===== src/rtl/muxn_rr_sel_pkg.sv =====
// rtl/muxn_rr_sel_pkg.sv - shared constants and types for the N-channel registered selector
// Contents: arbitration mode encodings and the output-register occupancy state.
package mux_pkg;

  localparam logic MODE_FIXED = 1'b0;
  localparam logic MODE_RR    = 1'b1;

  // Occupancy of the single-entry output register.
  typedef enum logic {
    ST_EMPTY = 1'b0,
    ST_FULL  = 1'b1
  } out_state_t;

endpackage


===== src/rtl/muxn_rr_sel_if.sv =====
// rtl/muxn_rr_sel_if.sv - producer/consumer bundle for the N-channel registered selector
// Signals: mode/sel (arbitration control), in_data/in_valid/in_ready (NCH producer
// channels, channel k at in_data[k*WIDTH +: WIDTH]), out_data/out_ch/out_valid/out_ready
// (single consumer). master = environment side, slave = selector side.
interface muxn_rr_sel_if #(
  parameter int WIDTH = 8,
  parameter int NCH   = 4
);
  localparam int SELW = $clog2(NCH);

  logic                   mode;
  logic [SELW-1:0]        sel;
  logic [NCH*WIDTH-1:0]   in_data;
  logic [NCH-1:0]         in_valid;
  logic [NCH-1:0]         in_ready;
  logic [WIDTH-1:0]       out_data;
  logic [SELW-1:0]        out_ch;
  logic                   out_valid;
  logic                   out_ready;

  modport master (
    output mode, sel, in_data, in_valid, out_ready,
    input  in_ready, out_data, out_ch, out_valid
  );

  modport slave (
    input  mode, sel, in_data, in_valid, out_ready,
    output in_ready, out_data, out_ch, out_valid
  );
endinterface


===== src/rtl/muxn_rr_sel_rr_pick.sv =====
// rtl/muxn_rr_sel_rr_pick.sv - combinational round-robin picker
// Ports: req (per-channel request), ptr (last granted channel),
// gnt_vld (some request present), gnt_idx (first requester after ptr, wrapping).
module rr_pick #(
  parameter int NCH = 4
) (
  input  logic [NCH-1:0]         req,
  input  logic [$clog2(NCH)-1:0] ptr,
  output logic                   gnt_vld,
  output logic [$clog2(NCH)-1:0] gnt_idx
);
  localparam int SELW = $clog2(NCH);

  // rot[i] is the request of channel (ptr+1+i) mod NCH, so the lowest set bit
  // is the next channel in round-robin order. Modulo arithmetic keeps this
  // correct when NCH is not a power of two.
  logic [NCH-1:0]  rot;
  logic [SELW-1:0] off;

  always_comb begin
    rot = '0;
    for (int i = 0; i < NCH; i++) begin
      rot[i] = req[(int'(ptr) + 1 + i) % NCH];
    end
    off = '0;
    for (int i = NCH - 1; i >= 0; i--) begin
      if (rot[i]) off = SELW'(i);
    end
    gnt_vld = |rot;
    gnt_idx = SELW'((int'(ptr) + 1 + int'(off)) % NCH);
  end
endmodule


===== src/rtl/muxn_rr_sel.sv =====
// rtl/muxn_rr_sel.sv - N-channel W-bit registered selector, fixed or round-robin
// Ports: clk, reset (async active-high), bus (muxn_rr_sel_if slave: mode, sel,
// in_data/in_valid/in_ready per channel, out_data/out_ch/out_valid/out_ready).
module muxn_rr_sel
  import mux_pkg::*;
#(
  parameter int WIDTH = 8,
  parameter int NCH   = 4
) (
  input  logic         clk,
  input  logic         reset,
  muxn_rr_sel_if.slave bus
);
  localparam int SELW = $clog2(NCH);
  localparam int NPAD = 1 << SELW;

  out_state_t       state_q;
  logic [WIDTH-1:0] data_q;
  logic [SELW-1:0]  ch_q;
  logic [SELW-1:0]  ptr_q;

  logic             load;
  logic             rr_vld;
  logic [SELW-1:0]  rr_idx;
  logic             fx_vld;
  logic             gnt_vld;
  logic [SELW-1:0]  gnt_idx;
  logic [NPAD-1:0]  valid_pad;
  logic [WIDTH-1:0] gnt_word;

  rr_pick #(.NCH(NCH)) u_rr_pick (
    .req     (bus.in_valid),
    .ptr     (ptr_q),
    .gnt_vld (rr_vld),
    .gnt_idx (rr_idx)
  );

  // Pad valids to the full sel range so an out-of-range sel reads a zero
  // instead of indexing past the vector.
  assign valid_pad = NPAD'(bus.in_valid);
  assign fx_vld    = (int'(bus.sel) < NCH) && valid_pad[bus.sel];

  // The register can take a word when empty, or when its word drains this cycle.
  assign load = (state_q == ST_EMPTY) || bus.out_ready;

  always_comb begin
    gnt_vld = 1'b0;
    gnt_idx = '0;
    if (!reset && load) begin
      if (bus.mode == MODE_RR) begin
        gnt_vld = rr_vld;
        gnt_idx = rr_idx;
      end else begin
        gnt_vld = fx_vld;
        gnt_idx = bus.sel;
      end
    end
  end

  // A grant implies the channel is valid, so grant == transfer.
  assign bus.in_ready = gnt_vld ? (NCH'(1) << gnt_idx) : '0;
  assign gnt_word     = bus.in_data[int'(gnt_idx) * WIDTH +: WIDTH];

  always_ff @(posedge clk or posedge reset) begin
    if (reset) begin
      state_q <= ST_EMPTY;
      data_q  <= '0;
      ch_q    <= '0;
      ptr_q   <= SELW'(NCH - 1);
    end else if (load) begin
      if (gnt_vld) begin
        state_q <= ST_FULL;
        data_q  <= gnt_word;
        ch_q    <= gnt_idx;
        ptr_q   <= gnt_idx;
      end else begin
        // Drained with nothing to replace it; data/channel keep last values.
        state_q <= ST_EMPTY;
      end
    end
  end

  assign bus.out_valid = (state_q == ST_FULL);
  assign bus.out_data  = data_q;
  assign bus.out_ch    = ch_q;
endmodule


===== src/flat_wrapper.sv =====
// flat-port wrapper written by rule: the top's interface ports become plain ports
module muxn_rr_sel_flat import mux_pkg::*;
#(
  parameter int WIDTH = 8,
  parameter int NCH   = 4
)
  (clk, reset, bus_mode, bus_sel, bus_in_data, bus_in_valid, bus_out_ready, bus_in_ready, bus_out_data, bus_out_ch, bus_out_valid);
  muxn_rr_sel_if #(.WIDTH(WIDTH), .NCH(NCH)) bus_i ();
  input  logic clk;
  input  logic reset;
  input wire logic [$bits(bus_i.mode)-1:0] bus_mode;
  input wire logic [$bits(bus_i.sel)-1:0] bus_sel;
  input wire logic [$bits(bus_i.in_data)-1:0] bus_in_data;
  input wire logic [$bits(bus_i.in_valid)-1:0] bus_in_valid;
  input wire logic [$bits(bus_i.out_ready)-1:0] bus_out_ready;
  output wire logic [$bits(bus_i.in_ready)-1:0] bus_in_ready;
  output wire logic [$bits(bus_i.out_data)-1:0] bus_out_data;
  output wire logic [$bits(bus_i.out_ch)-1:0] bus_out_ch;
  output wire logic [$bits(bus_i.out_valid)-1:0] bus_out_valid;
  assign bus_i.mode = bus_mode;
  assign bus_i.sel = bus_sel;
  assign bus_i.in_data = bus_in_data;
  assign bus_i.in_valid = bus_in_valid;
  assign bus_i.out_ready = bus_out_ready;
  assign bus_in_ready = bus_i.in_ready;
  assign bus_out_data = bus_i.out_data;
  assign bus_out_ch = bus_i.out_ch;
  assign bus_out_valid = bus_i.out_valid;
  muxn_rr_sel #(.WIDTH(WIDTH), .NCH(NCH)) u_core (.clk(clk), .reset(reset), .bus(bus_i));
endmodule

===== config.mk =====
export PLATFORM = sky130hd
export DESIGN_NAME = muxn_rr_sel_flat
export DESIGN_NICKNAME = d
export VERILOG_FILES = /design/src/rtl/muxn_rr_sel_pkg.sv /design/src/rtl/muxn_rr_sel_if.sv /design/src/rtl/muxn_rr_sel_rr_pick.sv /design/src/rtl/muxn_rr_sel.sv /design/src/flat_wrapper.sv
export SDC_FILE = /design/constraint.sdc
export NUM_CORES = 1
export LEC_CHECK = 0
export CORE_MARGIN = 2
export CORE_UTILIZATION = 35
export DETAILED_ROUTE_END_ITERATION = 8
export DONT_BUFFER_PORTS = 1
export GPL_TIMING_DRIVEN = 0
export PLACE_DENSITY = 0.55
export SYNTH_ARGS = -nofsm -noshare
export SYNTH_HDL_FRONTEND = slang
export SYNTH_SLANG_ARGS = --single-unit

===== constraint.sdc =====
create_clock -name clk -period 6.71 [get_ports clk]
set_clock_uncertainty 0.15 [all_clocks]
set_input_delay 1.342 -clock clk [delete_from_list [all_inputs] [get_ports clk]]
set_output_delay 1.342 -clock clk [all_outputs]
set_load 0.01 [all_outputs]

==> impl_metrics.yaml <==
worst_setup_path:
  cp-end-kind: "output pin"
  cp-start-kind: "input port"
  critPathArrivalTime_ns: 3.70
  rr_worst_depth: 12
  critical_path_class: "input port to output pin"
  crit_fanout: 10
  crit_required_ns: 5.22
sta:
  finalSetupTns_ns: 0
  finalHoldViolCount: 0
  slew_violations: 0
  setup_viol: 0
  setup_slack_ns: 1.52
  period_share: 0.773
  max_slew.worst_pin.slew_ns: 0.733
  slew_headroom: 0.508
  max_freq_mhz: 193
  rsz0062_at_grt: "no"
  post-route-min-period_ns: 5.19
placement:
  dpl-instance-area_mm2: 0.00108
  gp_congestion: 0.737
  place_hpwl_mm: 2.19
  portBuffers: 0
  place_ws_ns: 1.52
cells_and_area:
  fill_cells: 287
  seq_area_um2: 328
  utilization: 0.396
  multi_input_area_um2: 648
  post_route_cells_drive_above_1_share: 0.173
  final_area_mm2: 0.00110
  syn2layout_area_growth_pct: 6.27
  fin_nets: 171
  antenna_cells: 0
yosys:
  synth_fp_nets: 166
  post-synth-top-count-cell: "nor2_1"
  synth_edf_count: 0
  synth_area_per_cell_um2: 8.43
  synth-seq-cells: 13
  synthTopCellsByArea: "dfrtp_1, nor2_1, dfstp_2"
  synth_commonest_cells: "nor2_1, dfrtp_1, nand2_1, nor3_1, nand3_1"
  synth.distinct_cells: 42
  synthArstFlopShare: 1.00
  synth_top_area_frac: 0.265
  syn_area_mm2: 0.00104
  synth_top_area_cell: "dfrtp_1"
  synthCells: 123
  yosysWarnings: 0
  ys_seq_area_frac: 0.316
  synthFlopType: "dfrtp_1"
clock_tree:
  cts_setup_buffers: 0
  tritoncts: "built"
  cts_sinks: 13
  cts_buffer_depth: 2
  cts_hold_buf: 0
  htree_num_levels: 1
  insertion_delay_ns: 0.27
  cts_made_buffers: 3
  cts_resized: 0
  root_buffer: "clkbuf_4"
  clkTransAtPathRegs_ns: 0.08
die:
  start_util: 0.373
  die_h_um: 58.4
  core_area_mm2: 0.00278
  io_pins: 57
  dieArea_mm2: 0.00342
  num_rows: 19
  die_width_um: 58.4
route:
  avgViaCountPerCell: 6.15
  drt_iter0_drc: 16
  drtPass1Iterations: 4
  routedWlPerCell_um: 17.5
  routed_wl_mm: 2.77
  drc_errors: 0
  vias: 971
  antenna_left: 0
global_route:
  antenna_found_initial: 0
  grt_pass1_wl_mm: 4.65
  grt.overflow.total: 0
  first_global_vias: 985
  grt_use_total: 0.177
  grt_start_max_net_pins: 14
hold_path:
  whs_path_depth: 2
  hp-class: "register to register"
pwr:
  total_power_uw: 410
  power_density_mw_per_mm2: 372
  ir_worst_vdd_v: 0.000194
  p_leak_uw: 0.000442
flow_run:
  drv_cap: 0
status:
  status: "finished clean"
worst paths after layout:
kind	from	endpoint	slack, ns
setup / recovery	bus_in_valid[1]	bus_in_ready[2]	1.52
max in group asynchronous	reset	u_core.ptr_q[0]	5.23
hold reg to reg	u_core.bus.out_ch[0]	u_core.bus.out_ch[0]	0.41
hold / removal	u_core.bus.out_ch[0]	u_core.bus.out_ch[0]	0.41
setup reg to reg	u_core.ptr_q[0]	u_core.bus.out_data[3]	3.71
min in group asynchronous	reset	u_core.bus.out_data[5]	0.82
layout by cell type, fill, tap and decap left out, types with 2 or more instances in the layout:
cell	netlist	final
clkbuf_1	4	5
a22oi_1	4	4
and2_1	2	2
nor2_1	15	15
a41oi_1	2	2
o21ai_1	5	5
dfstp_2	2	2
nand3_1	7	7
buf_2	3	3
nand2_1	9	9
clkbuf_4	0	3
nor3_1	8	8
o21ai_0	5	5
mux2i_1	5	5
dfrtp_1	11	11
a32oi_1	3	3
inv_1	3	3
a31oi_1	6	6
a21oi_1	4	4
xor2_1	2	2
through the flow:
step	hold slack, ns	cells
after detailed placement	0.408	154
after floorplan	0.350	123
after global routing	0.456	158
after global placement	0.372	154
final	0.413	158
after CTS	0.426	158
flip-flops by register name (all words and copies together) (netlist names):
register and cells:
u_core.bus.out_valid 1, u_core.bus.out_data 8, u_core.bus.out_ch 2, u_core.ptr_q 2
worst max-delay path, stage by stage:
cell,delay (ns)
buf_2,0.18
nor2_1,0.06
a221oi_1,0.28
o21ai_0,0.13
ha_1,0.20
xor2_1,0.15
xnor2_1,0.25
nand2b_1,0.20
mux2i_4,0.12
or2_4,0.27
buf_6,0.14
nor3_1,0.38
power by group:
part	switching [µW]	leakage [µW]	total, µW	internal [µW]
clock	25.3	0.0000150	48.3	23.0
sequential	41.4	0.000151	154	113
combinational	119	0.000275	207	88.4
cells by family (layout without fill, tap and decap cells):
kind of cell / Yosys count / in the layout / share of synthesized area
and+or+nand+nor: 48 / 48 / 0.220
AOI/OAI and AO/OA: 37 / 37 / 0.265
buffers and inverters: 13 / 17 / 0.0591
xor gates and xnor gates: 3 / 3 / 0.0253
muxes: 8 / 8 / 0.103
adders and majority gates: 1 / 1 / 0.0121
DFF: 13 / 13 / 0.316
area by class of cell:
| type | instances | area share |
|---|---|---|
| buffer | 9 | 0.0420 |
| clock buffer | 4 | 0.0238 |
| inverter | 4 | 0.0136 |
| multi-input combinational | 97 | 0.588 |
| sequential | 13 | 0.297 |
| tap | 31 | 0.0352 |
layer usage:
| metal | part of all wire | track usage | vias to the layer above | wire length [µm] |
|---|---|---|---|---|
| met5 | 0 | 0 | - | 0 |
| li1 | - | - | 472 | - |
| met4 | 0.011 | 0.0631 | 0 | 30 |
| met2 | 0.49 | 0.294 | 45 | 1360 |
| met1 | 0.41 | 0.219 | 450 | 1130 |
| met3 | 0.089 | 0.0505 | 4 | 247 |
(Power assumes the default switching activity.)
